[config.mk]
export PLATFORM = sky130hd
export DESIGN_NAME = mem_arbiter2_flat
export DESIGN_NICKNAME = d
export VERILOG_FILES = /design/src/rtl/mem_arbiter2_if.sv /design/src/rtl/mem_arbiter2.sv /design/src/flat_wrapper.sv
export SDC_FILE = /design/constraint.sdc
export NUM_CORES = 1
export LEC_CHECK = 0
export ABC_AREA = 1
export ABC_CLOCK_PERIOD_IN_PS = 2200
export BUFFER_PORTS_ARGS = -buffer_cell sky130_fd_sc_hd__buf_4
export CAP_MARGIN = 5
export CORE_AREA = 2 2 124 126
export CTS_CLUSTER_SIZE = 8
export DETAILED_ROUTE_END_ITERATION = 8
export DIE_AREA = 0 0 126 128
export GPL_ROUTABILITY_DRIVEN = 0
export REMOVE_ABC_BUFFERS = 1
export SLEW_MARGIN = 20
export SYNTH_ARGS = -nofsm -noshare
export SYNTH_HDL_FRONTEND = slang
export SYNTH_SLANG_ARGS = --single-unit
[constraint.sdc]
create_clock -name clock -period 2.2 [get_ports clock]
set_clock_uncertainty 0.15 [all_clocks]
set_input_delay 0.22 -clock clock [delete_from_list [all_inputs] [get_ports clock]]
set_output_delay 0.22 -clock clock [all_outputs]
set_load 0.03 [all_outputs]
[src/rtl/mem_arbiter2_if.sv]
// Memory command/return bundle shared by the two masters and the sram16_ctrl slave port.
// The master side drives commands; the slave side stalls and returns id-tagged read data.
interface mem_arbiter2_if #(
    parameter int unsigned ADDR_W = 30,
    parameter int unsigned ID_W   = 2
);
    logic              waitrequest;
    logic [ID_W-1:0]   id;
    logic [ADDR_W-1:0] address;
    logic              read;
    logic              write;
    logic [31:0]       writedata;
    logic [3:0]        writedatamask;
    logic [31:0]       readdata;
    logic [ID_W-1:0]   readdataid;

    modport master (
        input  waitrequest, readdata, readdataid,
        output id, address, read, write, writedata, writedatamask
    );

    modport slave (
        output waitrequest, readdata, readdataid,
        input  id, address, read, write, writedata, writedatamask
    );
endinterface

[src/rtl/mem_arbiter2.sv]
// Two-master round-robin arbiter in front of one memory port; read returns are routed
// back to the issuing master through an in-order owner FIFO.
module mem_arbiter2 #(
    parameter int unsigned FIFO_LOG2 = 3
) (
    input  logic                 clock,
    input  logic                 rst,
    mem_arbiter2_if.slave        m0,
    mem_arbiter2_if.slave        m1,
    mem_arbiter2_if.master       s,
    output logic                 protocol_err
);
    localparam int unsigned Depth = 1 << FIFO_LOG2;
    localparam logic [FIFO_LOG2:0] FullCount = (FIFO_LOG2 + 1)'(Depth);

    logic                 lock_q, lock_d;
    logic                 owner_q, owner_d;
    logic                 last_q, last_d;
    logic [FIFO_LOG2-1:0] rd_ptr_q, wr_ptr_q;
    logic [FIFO_LOG2:0]   count_q, count_d;
    logic [Depth-1:0]     owner_fifo_q;
    logic                 perr_q;

    logic req0, req1, sel, sel_read, sel_write;
    logic fifo_full, fifo_empty, accept, push, pop, ret_valid, head;

    assign req0       = m0.read | m0.write;
    assign req1       = m1.read | m1.write;
    assign fifo_full  = (count_q == FullCount);
    assign fifo_empty = (count_q == '0);

    // A stalled command keeps the grant until it is accepted.
    always_comb begin
        sel = 1'b0;
        if (lock_q) begin
            sel = owner_q;
        end else if (req0 && req1) begin
            sel = ~last_q;
        end else begin
            sel = req1;
        end
    end

    assign sel_read  = sel ? m1.read  : m0.read;
    assign sel_write = sel ? m1.write : m0.write;

    always_comb begin
        s.id            = sel ? m1.id            : m0.id;
        s.address       = sel ? m1.address       : m0.address;
        s.writedata     = sel ? m1.writedata     : m0.writedata;
        s.writedatamask = sel ? m1.writedatamask : m0.writedatamask;
        // Reads wait on a full owner FIFO; writes never do.
        s.read          = sel_read & ~fifo_full & ~rst;
        s.write         = sel_write & ~rst;
    end

    assign accept = (s.read | s.write) & ~s.waitrequest;

    assign m0.waitrequest = ~(accept & ~sel);
    assign m1.waitrequest = ~(accept & sel);

    always_comb begin
        lock_d  = lock_q;
        owner_d = owner_q;
        last_d  = last_q;
        if (accept) begin
            lock_d = 1'b0;
            last_d = sel;
        end else if (sel_read | sel_write) begin
            lock_d  = 1'b1;
            owner_d = sel;
        end
    end

    assign push      = accept & s.read;
    assign ret_valid = (s.readdataid != '0);
    assign pop       = ret_valid & ~fifo_empty;
    assign head      = owner_fifo_q[rd_ptr_q];

    assign m0.readdata   = s.readdata;
    assign m1.readdata   = s.readdata;
    assign m0.readdataid = (pop && !head) ? s.readdataid : '0;
    assign m1.readdataid = (pop && head)  ? s.readdataid : '0;

    always_comb begin
        count_d = count_q;
        unique case ({push, pop})
            2'b10:   count_d = count_q + 1'b1;
            2'b01:   count_d = count_q - 1'b1;
            default: count_d = count_q;
        endcase
    end

    always_ff @(posedge clock or posedge rst) begin
        if (rst) begin
            lock_q   <= 1'b0;
            owner_q  <= 1'b0;
            last_q   <= 1'b1;
            rd_ptr_q <= '0;
            wr_ptr_q <= '0;
            count_q  <= '0;
            perr_q   <= 1'b0;
        end else begin
            lock_q  <= lock_d;
            owner_q <= owner_d;
            last_q  <= last_d;
            count_q <= count_d;
            if (push) wr_ptr_q <= wr_ptr_q + 1'b1;
            if (pop)  rd_ptr_q <= rd_ptr_q + 1'b1;
            if (ret_valid && fifo_empty) perr_q <= 1'b1;
        end
    end

    always_ff @(posedge clock) begin
        if (push) owner_fifo_q[wr_ptr_q] <= sel;
    end

    assign protocol_err = perr_q;
endmodule

[src/flat_wrapper.sv]
// flat-port wrapper written by rule: the top's interface ports become plain ports
module mem_arbiter2_flat 
#(
    parameter int unsigned FIFO_LOG2 = 3
)
  (clock, rst, protocol_err, m0_waitrequest, m0_readdata, m0_readdataid, m0_id, m0_address, m0_read, m0_write, m0_writedata, m0_writedatamask, m1_waitrequest, m1_readdata, m1_readdataid, m1_id, m1_address, m1_read, m1_write, m1_writedata, m1_writedatamask, s_waitrequest, s_readdata, s_readdataid, s_id, s_address, s_read, s_write, s_writedata, s_writedatamask);
  mem_arbiter2_if #(.ADDR_W(30), .ID_W(2)) m0_i ();
  mem_arbiter2_if #(.ADDR_W(30), .ID_W(2)) m1_i ();
  mem_arbiter2_if #(.ADDR_W(30), .ID_W(2)) s_i ();
  input  logic clock;
  input  logic rst;
  output logic protocol_err;
  output wire logic [$bits(m0_i.waitrequest)-1:0] m0_waitrequest;
  output wire logic [$bits(m0_i.readdata)-1:0] m0_readdata;
  output wire logic [$bits(m0_i.readdataid)-1:0] m0_readdataid;
  input wire logic [$bits(m0_i.id)-1:0] m0_id;
  input wire logic [$bits(m0_i.address)-1:0] m0_address;
  input wire logic [$bits(m0_i.read)-1:0] m0_read;
  input wire logic [$bits(m0_i.write)-1:0] m0_write;
  input wire logic [$bits(m0_i.writedata)-1:0] m0_writedata;
  input wire logic [$bits(m0_i.writedatamask)-1:0] m0_writedatamask;
  output wire logic [$bits(m1_i.waitrequest)-1:0] m1_waitrequest;
  output wire logic [$bits(m1_i.readdata)-1:0] m1_readdata;
  output wire logic [$bits(m1_i.readdataid)-1:0] m1_readdataid;
  input wire logic [$bits(m1_i.id)-1:0] m1_id;
  input wire logic [$bits(m1_i.address)-1:0] m1_address;
  input wire logic [$bits(m1_i.read)-1:0] m1_read;
  input wire logic [$bits(m1_i.write)-1:0] m1_write;
  input wire logic [$bits(m1_i.writedata)-1:0] m1_writedata;
  input wire logic [$bits(m1_i.writedatamask)-1:0] m1_writedatamask;
  input wire logic [$bits(s_i.waitrequest)-1:0] s_waitrequest;
  input wire logic [$bits(s_i.readdata)-1:0] s_readdata;
  input wire logic [$bits(s_i.readdataid)-1:0] s_readdataid;
  output wire logic [$bits(s_i.id)-1:0] s_id;
  output wire logic [$bits(s_i.address)-1:0] s_address;
  output wire logic [$bits(s_i.read)-1:0] s_read;
  output wire logic [$bits(s_i.write)-1:0] s_write;
  output wire logic [$bits(s_i.writedata)-1:0] s_writedata;
  output wire logic [$bits(s_i.writedatamask)-1:0] s_writedatamask;
  assign m0_waitrequest = m0_i.waitrequest;
  assign m0_readdata = m0_i.readdata;
  assign m0_readdataid = m0_i.readdataid;
  assign m0_i.id = m0_id;
  assign m0_i.address = m0_address;
  assign m0_i.read = m0_read;
  assign m0_i.write = m0_write;
  assign m0_i.writedata = m0_writedata;
  assign m0_i.writedatamask = m0_writedatamask;
  assign m1_waitrequest = m1_i.waitrequest;
  assign m1_readdata = m1_i.readdata;
  assign m1_readdataid = m1_i.readdataid;
  assign m1_i.id = m1_id;
  assign m1_i.address = m1_address;
  assign m1_i.read = m1_read;
  assign m1_i.write = m1_write;
  assign m1_i.writedata = m1_writedata;
  assign m1_i.writedatamask = m1_writedatamask;
  assign s_i.waitrequest = s_waitrequest;
  assign s_i.readdata = s_readdata;
  assign s_i.readdataid = s_readdataid;
  assign s_id = s_i.id;
  assign s_address = s_i.address;
  assign s_read = s_i.read;
  assign s_write = s_i.write;
  assign s_writedata = s_i.writedata;
  assign s_writedatamask = s_i.writedatamask;
  mem_arbiter2 #(.FIFO_LOG2(FIFO_LOG2)) u_core (.clock(clock), .rst(rst), .m0(m0_i), .m1(m1_i), .s(s_i), .protocol_err(protocol_err));
endmodule
==> qor.csv, run 1 <==
metric;value;unit
initial_core_util;17.26;%
placementRows;45;
end_kind;register;
portBuffers;221;
leakage;2.485;nW
r2r_start;u_core.last_q$_DFFE_PP1N_;
post-route-worst-setup-slack;0.05259;ns
maxSlewViolCount;0;
dp_slack;0.008980;ns
cap_violations;0;
drtIter0Drc;125;
slew_headroom;85.09;%
avgSynthCellArea;5.979;µm²
core_area;0.01486;mm²
seqPwrFrac;9.7;%
finalNetCount;775;
drcViolationCount;0;
crit_fanout;3;
arrival;2.14;ns
worstSetupStartpoint;u_core.last_q$_DFFE_PP1N_;
routedWlPerCell;17.75;µm
fin_crit;2.147;ns
dpl.hpwl;11420;µm
dr.pass1.iters;5;
hold_viol;0;
tightest_slew;0.2219;ns
yosys.cell_types.count;26;
syn_to_final_growth;71.46;%
power;7.476;mW
final_area;0.004398;mm²
p_sw_share;56.08;%
htree_levels;1;
n_fill_cell;1666;
r2r_slack;0.05;ns
numCtsBuffers;3;
viasPerCell;4.073;
yosys.area.top_type_share;34.39;%
grt_pass1_vias;2985;
grt_setup_unrepaired;yes;
yosys.area.top_type;nand2_1;
wl;13850;µm
report.final.setup_viol;0;
clkTransAtPathRegs;0.06;ns
multi_input_area;0.001386;mm²
num_vias;3177;
intPower;3.283;mW
antenna_left;0;
status;completed;
clock_sink_count;22;
netlist_instances;429;
cts-root-buf;clkbuf_16;
reg2reg_to;u_core.count_q[2]$_DFFE_PP0P_;
netlist_top_cells_area;nand2_1 (34%), buf_4 (19%), dfrtp_1 (13%);
n_antenna_cell;0;
antenna_found_initial;0;
criticalPathCategory;reg2reg;
ir_worst_vdd;0.5781;mV
clkPwrFrac;6.8;%
yosysWarnings;0;
critPathLaunchType;register;
switching_power;4.193;mW
worstRegToRegCells;12;
die_h;128;µm
hold-path-cell-count;3;
ys_seq_area_share;23.07;%
clock_path_buffers;2;
syn_area;0.002565;mm²
power_density;1700;mW/mm²
drive_above_1_share;44.43;%
clock.fmax;465.7;MHz
grt_first_pass_wirelength;18510;µm
grt_max_degree;42;
critPathCapture;u_core.count_q[2]$_DFFE_PP0P_;
p_comb_share;83.4;%
die_w;126;µm
grt_overflow;0;
die_area;0.01613;mm²
io_pins;318;
postPlaceCellArea;0.003989;mm²
cts_tree;built;
clk_latency;0.25;ns
seq_area;591.8;µm²
hp-class;in2reg;
finalCritPeriodShare;97.61;%
critical_path_required;2.19;ns
synth-seq-cells;22;
grt_usage;15.47;%
-- area by class of cell --
type	instances	share of cell area, %
Clock inverter	1	0.6828
Inverter	22	2.162
Sequential cell	22	13.46
Tap cell	188	5.349
Timing Repair Buffer	239	45.12
Multi-Input combinational cell	305	31.52
Clock buffer	3	1.707
-- per-layer routing --
| metal | global-route usage, % | part of all wire (%) | vias up | routed length (µm) |
|---|---|---|---|---|
| met5 | 2.786 | 0.30 | - | 41 |
| met4 | 1.551 | 0.58 | 2 | 80 |
| met3 | 10.31 | 15 | 11 | 2109 |
| met2 | 20.62 | 40 | 215 | 5605 |
| met1 | 21.02 | 43 | 1377 | 6009 |
| li1 | - | - | 1572 | - |
-- cells in the final DEF, fill, tap and decap left out, types with 2 or more instances in the layout --
cell type and instances:
o21ai_0 7, o21ai_1 2, xor2_1 4, o22ai_1 2
nand2_1 233, buf_12 3, xnor2_1 2, buf_6 16
nand3_1 8, nand2_4 2, ha_1 4, clkbuf_16 5
inv_1 20, dfrtp_1 13, nand2_2 6, a21oi_1 2
buf_4 213, buf_8 2, nand3_2 2, edfxtp_1 8
nor2_1 13, nor3_1 8, buf_16 2
-- how the worst min path moves through the flow --
stage,start,to
6_report,s_readdataid[0],u_core.protocol_err$_DFFE_PP0P_
5_1_grt,s_readdataid[0],u_core.protocol_err$_DFFE_PP0P_
4_1_cts,s_readdataid[0],u_core.protocol_err$_DFFE_PP0P_
3_5_place_dp,rst,u_core.count_q[2]$_DFFE_PP0P_
3_3_place_gp,rst,u_core.count_q[2]$_DFFE_PP0P_
2_1_floorplan,rst,u_core.count_q[0]$_DFFE_PP0P_
-- power groups by stage --
stage                     logic, mW  clock network [mW]  registers (mW)
final                          6.24               0.512           0.727
after global routing           6.69               0.537           0.746
after CTS                      5.98               0.518           0.711
after detailed placement       5.56                   0           0.714
after global placement         5.54                   0           0.711
after floorplan                3.21                   0           0.717
-- cell families (layout without fill, tap and decap cells) --
family          count (synthesis)  after routing  synth area share, %
xor+xnor                        8              8                2.732
fa+ha+maj                       5              5                2.439
flops                          22             22                23.07
compound gates                 17             17                3.804
buf+inv                       102            265                25.27
simple gates                  275            275                42.68
-- registers in the layout, indices dropped and copies added, names as in the netlist --
register	cells
u_core.rd_ptr_q	3
u_core.count_q	4
u_core.protocol_err	1
u_core.owner_fifo_q	8
u_core.lock_q	1
u_core.wr_ptr_q	3
u_core.owner_q	1
u_core.last_q	1
-- per-stage QoR --
| stage | utilization (%) | hold WS, ns | cells | TNS, ns |
|---|---|---|---|---|
| after floorplan | - | -0.02492 | 349 | -42.91 |
| after global placement | 26.83 | 0.1401 | 769 | 0 |
| after detailed placement | 26.83 | 0.1430 | 769 | 0 |
| after CTS | 28.59 | 0.1069 | 777 | 0 |
| after global routing | 29.59 | 0.1088 | 780 | -0.2102 |
| final | 29.59 | 0.09671 | 780 | 0 |
-- worst max-delay path: stages, from the launching register on --
cell	delay, ns
dfstp_2	0.54
o21ai_2	0.06
nand2_2	0.10
nand2_4	0.08
nand2_4	0.08
nand4_4	0.07
ha_2	0.21
xor2_2	0.15
ha_1	0.20
a21oi_2	0.14
a21oi_1	0.08
o21ai_0	0.08
o21ai_1	0.09
-- cells in the mapped netlist (all sizes together) --
| cell type | instances |
|---|---|
| ha | 5 |
| dfstp | 1 |
| nand2 | 241 |
| nor2 | 14 |
| nand4 | 2 |
| o21ai | 10 |
| nand3 | 10 |
| xnor2 | 3 |
| xor2 | 5 |
| nor3 | 8 |
| dfrtp | 13 |
| inv | 22 |
| edfxtp | 8 |
| o21bai | 1 |
| buf | 74 |
| clkbuf | 6 |
| a31oi | 1 |
| o22ai | 2 |
| a21oi | 3 |
-- repair_timing --
item,in CTS,in global routing
gates cloned,2,2
hold buffers,1,0
hold endpoints to repair,13,0
resized for setup,25,22
endpoints found under the setup margin,65,59
buffers inserted,1,1
pin swaps,0,2
No activity file was read; power rests on OpenSTA's default activity.
==> inputs of run 2 (changes only) <==
--- a/config.mk
+++ b/config.mk
@@ -14,6 +14,7 @@
 export DETAILED_ROUTE_END_ITERATION = 8
 export DIE_AREA = 0 0 126 128
 export GPL_ROUTABILITY_DRIVEN = 0
+export GPL_TIMING_DRIVEN = 0
 export REMOVE_ABC_BUFFERS = 1
 export SLEW_MARGIN = 20
 export SYNTH_ARGS = -nofsm -noshare
==> run 2 against run 1 <==
Global-route usage up 0.55 points. Sequential share of layout area rose by 0.30 points. Final cell count decreased by 0.64%. Wire length up 0.13%. Utilization fell by 0.65 points. Final area fell by 2.2%. Flip-flop and latch count unchanged. Combinational power down 4.3%. Via count decreased by 1.5%. Critical path type is now in2reg. Critical endpoint unchanged. Largest cell class unchanged.
==> qor.csv, run 2 (synthesized netlist as in run 1, its figures left out) <==
metric;value;unit
status;completed;
cts-root-buf;clkbuf_16;
crit_fanout;3;
critPathBufInv;2;
hold_end;u_core.protocol_err$_DFFE_PP0P_;
hold_path.startpoint;s_readdataid[0];
p_sw_share;58.33;%
power_density;1679;mW/mm²
maxSlewViolCount;0;
routedWlPerCell;17.89;µm
n_antenna_cell;0;
finalCritPeriodShare;98.52;%
io_pins;318;
crit_chain;dlygate4sd3_1, buf_4, a31oi_2, nand4_4, ha_4, xor2_2, ha_2, a21oi_2, a21oi_1, o21ai_1, o21ai_1;
clock_path_buffers;2;
leakage;2.429;nW
post-route-worst-setup-slack;0.03263;ns
dpl.hpwl;11060;µm
numCtsBuffers;3;
finalNetCount;770;
ir_worst_vdd;0.5550;mV
die_h;128;µm
grt_setup_unrepaired;yes;
report.final.setup_viol;0;
grt_first_pass_wirelength;19240;µm
switching_power;4.213;mW
path_common_cell;o21ai_1;
clock_sink_count;22;
drtIter0Drc;149;
clkTransAtPathRegs;0.06;ns
grt_overflow;0;
tightest_slew;0.6132;ns
arrival;2.16;ns
critical_path_required;2.19;ns
antenna_left;0;
crit_family;buffers and inverters;
hold_viol;0;
wl;13870;µm
whs;0.09252;ns
cpPeakStageDelay;0.53;ns
reg_top3;u_core.owner_fifo_q (8), u_core.count_q (4);
critPathLaunchType;input pin;
intPower;3.010;mW
antenna_found_initial;0;
end_kind;register;
clk_latency;0.25;ns
r2r_start;u_core.last_q$_DFFE_PP1N_;
slew_headroom;58.98;%
viasPerCell;4.036;
fin_crit;2.167;ns
portBuffers;221;
hold-path-cell-count;3;
drive_above_1_share;44.46;%
reg2reg_to;u_core.count_q[2]$_DFFE_PP0P_;
r2r_slack;0.05;ns
htree_levels;1;
grt_usage;16.03;%
final_common_cell;nand2_1;
syn_to_final_growth;67.71;%
criticalPathCategory;in2reg;
clock.fmax;461.4;MHz
largest_reg_flops;8;
layoutNonFillerInstCount;775;
slowest_stage;dlygate4sd3_1;
placementRows;45;
die_area;0.01613;mm²
num_vias;3128;
clkPwrFrac;7.0;%
grt_pass1_vias;3009;
hp-class;in2reg;
grt_max_degree;35;
worstRegToRegCells;12;
initial_core_util;17.26;%
final_cell_mix;nand2_1 (233), buf_4 (220), inv_1 (19);
core_area;0.01486;mm²
drcViolationCount;0;
dp_slack;-0.4784;ns
dr.pass1.iters;4;
seqPwrFrac;10.3;%
cts_tree;built;
cap_violations;0;
die_w;126;µm
dp_cells;759;
regMostFlops;u_core.owner_fifo_q;
p_comb_share;82.7;%
-- run 2: changes by cell type in the layout (fill, tap and decap cells not counted), sizes merged --
cell / delta
nand2: +1
clkinv: -1
dlygate4sd3: +1
clkbuf: -2
inv: +3
buf: -7
-- run 2: routing by layer --
metal  GRT usage (%)  wire (µm)  vias to the layer above
li1                -          -                     1563
met1           21.82       6115                     1333
met2           21.92       5506                      222
met3           10.23       2131                        8
met4           1.099         70                        2
met5           2.477         41                        -
-- run 2: worst max path at each step --
stage | startpoint | to | slack [ns] | cells after the start
4_1_cts | u_core.last_q$_DFFE_PP1N_ | u_core.count_q[2]$_DFFE_PP0P_ | -0.004 | 12
3_3_place_gp | u_core.last_q$_DFFE_PP1N_ | s_address[5] | -1.80 | 7
6_report | rst | u_core.count_q[2]$_DFFE_PP0P_ | 0.03 | 11
5_1_grt | u_core.count_q[1]$_DFFE_PP0P_ | u_core.count_q[2]$_DFFE_PP0P_ | -0.06 | 11
2_1_floorplan | u_core.last_q$_DFFE_PP1N_ | u_core.count_q[2]$_DFFE_PP0P_ | -0.71 | 12
3_5_place_dp | u_core.last_q$_DFFE_PP1N_ | u_core.count_q[2]$_DFFE_PP0P_ | -0.48 | 12
-- run 2: repair_timing --
item	CTS	global route
buffers inserted	4	2
cloned	4	0
setup endpoints to repair	73	69
hold buffers	2	0
pin swaps	2	8
resized for setup	19	17
endpoints found under the hold margin	13	0
-- run 2: worst reg2reg max path, cell delays in order (launching register included) --
cell	delay [ns]
dfstp_2	0.53
o21ai_2	0.07
nand2_4	0.12
nand2_8	0.09
nand2_4	0.10
nand4_4	0.09
ha_4	0.21
xor2_2	0.15
ha_2	0.18
a21oi_2	0.12
a21oi_1	0.08
o21ai_1	0.08
o21ai_1	0.07
-- run 2: power by group through the flow --
stage / registers [mW] / logic, mW / clock network (mW)
floorplan: 0.717 / 3.21 / 0
global placement: 0.733 / 5.41 / 0
detailed placement: 0.728 / 5.42 / 0
CTS: 0.727 / 5.95 / 0.514
global route: 0.764 / 6.44 / 0.540
finish: 0.743 / 5.97 / 0.507
-- run 2: metrics by stage --
step	util (%)	cell area [µm²]	total power, mW	TNS (ns)
floorplan	-	1999	3.922	-42.91
global placement	26.20	3894	6.144	-126.63
detailed placement	26.38	3921	6.152	-23.06
CTS	28.39	4220	7.187	-0.004166
global route	28.94	4302	7.741	-0.2460
finish	28.94	4302	7.223	0
-- run 2: area by class of cell --
class | count | area (µm²)
clock buffer | 3 | 75.07
clock inverter | 1 | 30.03
fill | 1669 | 10560
inverter | 22 | 98.84
multi-input combinational | 306 | 1425
sequential | 22 | 591.8
tap | 188 | 235.2
timing repair buffer | 231 | 1814
timing repair inverter | 2 | 31.28
